[src/rtl/move_player.sv]
// move_player: drains a 2-bit move stack into an internal buffer, then replays
// the buffered path in forward order (oldest move first) over a valid/ready
// handshake. The buffer and count survive a replay so the path can be replayed
// again without re-draining.
//
// Ports:
//   clk        clock, all state changes on the rising edge
//   rst        asynchronous reset, active low
//   load       start draining the path stack (IDLE or READY)
//   run        start replaying the buffered path (READY only)
//   stk_empty  path stack empty flag
//   stk_data   top-of-stack move, valid while stk_empty=0
//   stk_pop    pop strobe to the path stack (combinational)
//   move       replayed move, valid while move_valid=1
//   move_valid replayed move is being presented
//   move_ready consumer accepts the presented move
//   count      number of moves held in the buffer, 0..DEPTH
//   busy       high while draining or replaying
//   done       one-cycle pulse when a replay completes
//   ovf        sticky: stack still held moves when the buffer filled up
module move_player #(
  parameter int unsigned DEPTH = 256,
  parameter int unsigned AW    = 8
) (
  input  logic          clk,
  input  logic          rst,
  input  logic          load,
  input  logic          run,
  input  logic          stk_empty,
  input  logic [1:0]    stk_data,
  output logic          stk_pop,
  output logic [1:0]    move,
  output logic          move_valid,
  input  logic          move_ready,
  output logic [AW:0]   count,
  output logic          busy,
  output logic          done,
  output logic          ovf
);

  typedef enum logic [2:0] {
    IDLE,
    DRAIN,
    READY,
    PLAY,
    FIN
  } state_t;

  state_t        state_q;
  logic [AW:0]   count_q;
  logic [AW-1:0] rd_ptr_q;
  logic [1:0]    move_q;
  logic          ovf_q;

  // Path buffer; contents are don't-care after reset, so it has no reset.
  logic [1:0]    buf_q [DEPTH];

  logic          full;
  logic          pop;
  logic [AW-1:0] last_idx;
  logic [AW-1:0] rd_prev;

  assign full     = (count_q == (AW+1)'(DEPTH));
  assign pop      = (state_q == DRAIN) & ~stk_empty & ~full;
  // With count=DEPTH the low AW bits wrap to 0, so this still yields DEPTH-1.
  assign last_idx = count_q[AW-1:0] - AW'(1);
  assign rd_prev  = rd_ptr_q - AW'(1);

  // The first pop is the newest move, so buf[0] is the end of the path and
  // replay walks the buffer downward from count-1.
  always_ff @(posedge clk) begin
    if (pop) begin
      buf_q[count_q[AW-1:0]] <= stk_data;
    end
  end

  // move is fetched one edge ahead from the buffer so it is a plain register
  // while presented and naturally holds under backpressure.
  always_ff @(posedge clk or negedge rst) begin
    if (!rst) begin
      state_q  <= IDLE;
      count_q  <= '0;
      rd_ptr_q <= '0;
      move_q   <= '0;
      ovf_q    <= 1'b0;
    end else begin
      case (state_q)
        IDLE: begin
          if (load) begin
            state_q <= DRAIN;
            count_q <= '0;
            ovf_q   <= 1'b0;
          end
        end
        DRAIN: begin
          if (pop) begin
            count_q <= count_q + (AW+1)'(1);
          end else if (stk_empty) begin
            state_q <= READY;
          end else begin
            ovf_q   <= 1'b1;
            state_q <= READY;
          end
        end
        READY: begin
          if (load) begin
            state_q <= DRAIN;
            count_q <= '0;
            ovf_q   <= 1'b0;
          end else if (run) begin
            if (count_q == '0) begin
              state_q <= FIN;
            end else begin
              state_q  <= PLAY;
              rd_ptr_q <= last_idx;
              move_q   <= buf_q[last_idx];
            end
          end
        end
        PLAY: begin
          if (move_ready) begin
            if (rd_ptr_q == '0) begin
              state_q <= FIN;
            end else begin
              rd_ptr_q <= rd_prev;
              move_q   <= buf_q[rd_prev];
            end
          end
        end
        FIN: begin
          state_q <= READY;
        end
        default: begin
          state_q <= IDLE;
        end
      endcase
    end
  end

  assign stk_pop    = pop;
  assign move       = move_q;
  assign move_valid = (state_q == PLAY);
  assign count      = count_q;
  assign busy       = (state_q == DRAIN) | (state_q == PLAY);
  assign done       = (state_q == FIN);
  assign ovf        = ovf_q;

endmodule

[config.mk]
export PLATFORM = sky130hd
export DESIGN_NAME = move_player
export DESIGN_NICKNAME = d
export VERILOG_FILES = /design/src/rtl/move_player.sv
export SDC_FILE = /design/constraint.sdc
export NUM_CORES = 1
export LEC_CHECK = 0
export CAP_MARGIN = 20
export CELL_PAD_IN_SITES_DETAIL_PLACEMENT = 1
export CELL_PAD_IN_SITES_GLOBAL_PLACEMENT = 2
export CORE_MARGIN = 2
export CORE_UTILIZATION = 47
export DETAILED_ROUTE_END_ITERATION = 10
export GPL_TIMING_DRIVEN = 0
export PLACE_DENSITY = 0.89
export SYNTH_ARGS = -nofsm -noshare
export SYNTH_HDL_FRONTEND = slang
export SYNTH_SLANG_ARGS = --single-unit
[constraint.sdc]
create_clock -name clk -period 5.5 [get_ports clk]
set_input_delay 1.65 -clock clk [delete_from_list [all_inputs] [get_ports clk]]
set_output_delay 1.65 -clock clk [all_outputs]
set_load 0.02 [all_outputs]
==> flow_summary_export.csv <==
group,metric,value,unit
synthesis,synth.avg_cell_area,14.5,um^2
synthesis,synth_ff_type,"edfxtp_1",
grt,met2_usage,56.1,%
sta,hold_viol_final,0,
die,die_height,243,um
place,place_hpwl,78200,um
synthesis,ys_types,69,
die,dieArea,0.0591,mm^2
sta,skew,0.0325,ns
sta,rsz0062_at_grt,"no",
die,core.rowCount,87,
grt,grt_max_degree,141,
sta,fmax,182,MHz
critical_path,critical_path_buf_inv_count,8,
grt,grt_overflow,0,
die,die_w,243,um
clocking,h-tree-depth,2,
drt,drt_wl_total,112000,um
die,start_util,47.6,%
clocking,root_buffer,"clkbuf_16",
layout,multi_input_area,0.0102,mm^2
drt,drt-initial-drc-count,3765,
power,ir_drop,356,uV
power,p_leak,9.72,nW
synthesis,syn_area,0.0269,mm^2
drt,drc_errors,0,
synthesis,netlist_top_cells_count,"edfxtp_1, nor2_1, mux4_2, nand2_1, clkbuf_1",
clocking,cts_made_buffers,58,
layout,layout-drive-gt1-share,21.7,%
critical_path,worstSetupPathType,"flop to flop",
sta,timing.final.crit_share,99.9,%
drt,firstDrtPassIters,5,
grt,met1_usage,48.0,%
critical_path,cpPeakStageDelay,0.81,ns
grt,top_usage_layer,"met2",
clocking,cts.clk_slew.worst_paths,0.07,ns
sta,slew_headroom,15.3,%
place,pre_cts_ws,-1.47,ns
grt,grtUsageMet3,12.3,%
sta,worst_pin_slew,1.27,ns
grt,track_usage,37.8,%
synthesis,synthArstFlopShare,4.30,%
synthesis,syn_inst,1859,
power,power.total,22.0,mW
die,io_pins,24,
drt,ant_nets,0,
critical_path,critical-path-top-delay-family,"buffers and inverters",
critical_path,cp_slowest_cell,"buf_1",
run_status,status,"complete, no violations",
power,power_density,719,mW/mm^2
synthesis,yosysMostFrequentCell,"edfxtp_1",
sta,fin_crit,5.49,ns
synthesis,yosys.area.top_type_share,57.2,%
clocking,cts_buffer_depth,3,
layout,fillers,5385,
min_path,min_path_type,"flop to flop",
critical_path,critPathLaunchType,"flop",
synthesis,synth_edf_count,512,
drt,routedWlPerCell,40.3,um
sta,timing.final.ws_setup,0.00610,ns
synthesis,yosys_register_bits,535,
clocking,clock-sinks,535,
clocking,clk_latency,0.65,ns
layout,regArea,0.0160,mm^2
place,port_buffers,23,
synthesis,ys_top_cells_by_area,"edfxtp_1, mux4_2, nor2_1",
clocking,cts_tree,"done",
drt,vias,20168,
critical_path,arrival,6.03,ns
critical_path,cp_max_fo,19,
critical_path,endpoint_kind,"flop",
job,max_cap_violations,0,
drt,avgViaCountPerCell,7.27,
grt,grt_pass1_wl,155000,um
sta,drv_slew,0,
critical_path,cp_cell_sequence,"buf_4 -> buf_8 -> buf_8 -> inv_4 -> ha_1 -> buf_2 -> buf_2 -> buf_2 -> buf_1 -> o211ai_1 -> a311oi_2 -> a21o_1 -> o211ai_1 -> o41ai_2",
critical_path,cp_data_required_time,6.04,ns
layout,areaGrowthSynthToFinish,13.6,%
layout,layout.nets,1984,
synthesis,synth_warnings,0,
grt,grt_pass1_vias,20565,
critical_path,crit_top_cell,"buf_2",
grt,antenna_found_initial,2,
synthesis,syn_nets,1874,
place,place.gp.congestion,1.02,
die,core_area,0.0565,mm^2
synthesis,synth_top_cell_by_area,"edfxtp_1",
sta,setup-violations-final,0,
synthesis,ys_seq_area_share,59.3,%
-- power breakdown --
part	internal (mW)	switching (mW)	leakage (nW)	total, mW
Sequential	4.53	0.0831	4.90	4.61
Combinational	4.56	8.84	3.93	13.4
Clock	2.24	1.71	0.893	3.96
-- worst reg2reg max path: stages, from the launching register on --
cell and delay [ns]:
dfrtp_1 0.45, buf_4 0.24, buf_8 0.27, buf_8 0.31, inv_4 0.17, ha_1 0.33
buf_2 0.33, buf_2 0.49, buf_2 0.42, buf_1 0.82, o211ai_1 0.26, a311oi_2 0.53
a21o_1 0.18, o211ai_1 0.18, o41ai_2 0.40
-- area by class of cell --
| class | instances | share of cell area, % |
|---|---|---|
| Clock buffer | 75 | 5.03 |
| Inverter | 8 | 0.119 |
| Clock inverter | 31 | 1.03 |
| Timing Repair Buffer | 52 | 2.35 |
| Sequential cell | 535 | 52.2 |
| Multi-Input combinational cell | 1167 | 33.6 |
| Tap cell | 756 | 3.10 |
| Antenna cell | 2 | 0.0164 |
| Buffer | 147 | 2.56 |
-- state kept, by name (all words and copies together) (netlist names) --
| name | flops |
|---|---|
| count | 9 |
| state_q | 3 |
| ovf | 1 |
| rd_ptr_q | 8 |
| buf_q | 512 |
| move | 2 |
-- cell families (layout without fill, tap and decap cells) --
kind of cell	count (synthesis)	in the layout	synth area share, %
AOI/OAI and AO/OA	158	158	4.33
xor gates and xnor gates	22	22	0.856
adders and majority gates	7	7	0.326
buffers and inverters	157	313	2.71
DFF	535	535	59.3
muxes	294	294	21.7
other	0	2	0
and+or+nand+nor	686	686	10.8
-- path summary, 6_finish.rpt --
check | from | end | slack, ns | cells after the start
hold reg to reg | ovf | ovf | 0.55 | 2
setup reg to reg | count[0] | move[0] | 0.006 | 14
hold / removal | ovf | ovf | 0.55 | 2
setup / recovery | count[0] | move[0] | 0.006 | 14
max in group asynchronous | rst | rd_ptr_q[0] | 3.60 | 2
min in group asynchronous | rst | count[6] | 1.37 | 1
-- timing repair --
item                                    CTS  global route
endpoints found under the hold margin     0             0
hold buffers                              0             0
gates cloned                              0             0
endpoints found under the setup margin  291             3
setup buffers                             0             0
resized for setup                        51             3
pin swaps                                 0             0
-- metrics by stage --
| step | TNS (ns) | hold WS (ns) | std cells | utilization, % | cell area, um^2 |
|---|---|---|---|---|---|
| after CTS | 0 | 0.552 | 2769 | 53.9 | 30500 |
| after floorplan | 0 | 0.495 | 1859 | - | 26900 |
| after detailed placement | -51.53 | 0.538 | 2664 | 50.4 | 28500 |
| final | 0 | 0.549 | 2773 | 54.1 | 30500 |
| after global routing | 0 | 0.609 | 2772 | 54.0 | 30500 |
| after global placement | -2128.35 | 0.518 | 2638 | 49.7 | 28100 |
-- metal layers --
| metal | share of wire (%) | wire (um) |
|---|---|---|
| met3 | 15 | 16300 |
| met1 | 34 | 37600 |
| met4 | 7.8 | 8740 |
| met2 | 44 | 49000 |
| met5 | 0.012 | 13 |
-- placed cells by master, fill, tap and decap left out, types with 11 or more instances in the layout --
cell type | synthesis | layout
clkbuf_2 | 0 | 11
buf_4 | 8 | 20
a32oi_1 | 38 | 38
dfrtp_1 | 23 | 23
buf_8 | 2 | 25
xor2_1 | 13 | 12
a21oi_1 | 22 | 22
buf_2 | 45 | 31
o21ai_0 | 21 | 21
nand3_1 | 79 | 79
nor2b_1 | 14 | 14
nor2_1 | 308 | 306
clkdlybuf4s50_1 | 0 | 20
clkinv_1 | 1 | 11
nand4_1 | 19 | 19
nand2_1 | 218 | 218
a31oi_1 | 21 | 21
clkbuf_1 | 82 | 83
mux2i_1 | 62 | 62
edfxtp_1 | 512 | 512
nor3_1 | 13 | 13
mux4_2 | 230 | 230
clkbuf_16 | 0 | 59
No activity file was read; power rests on OpenSTA's default activity.
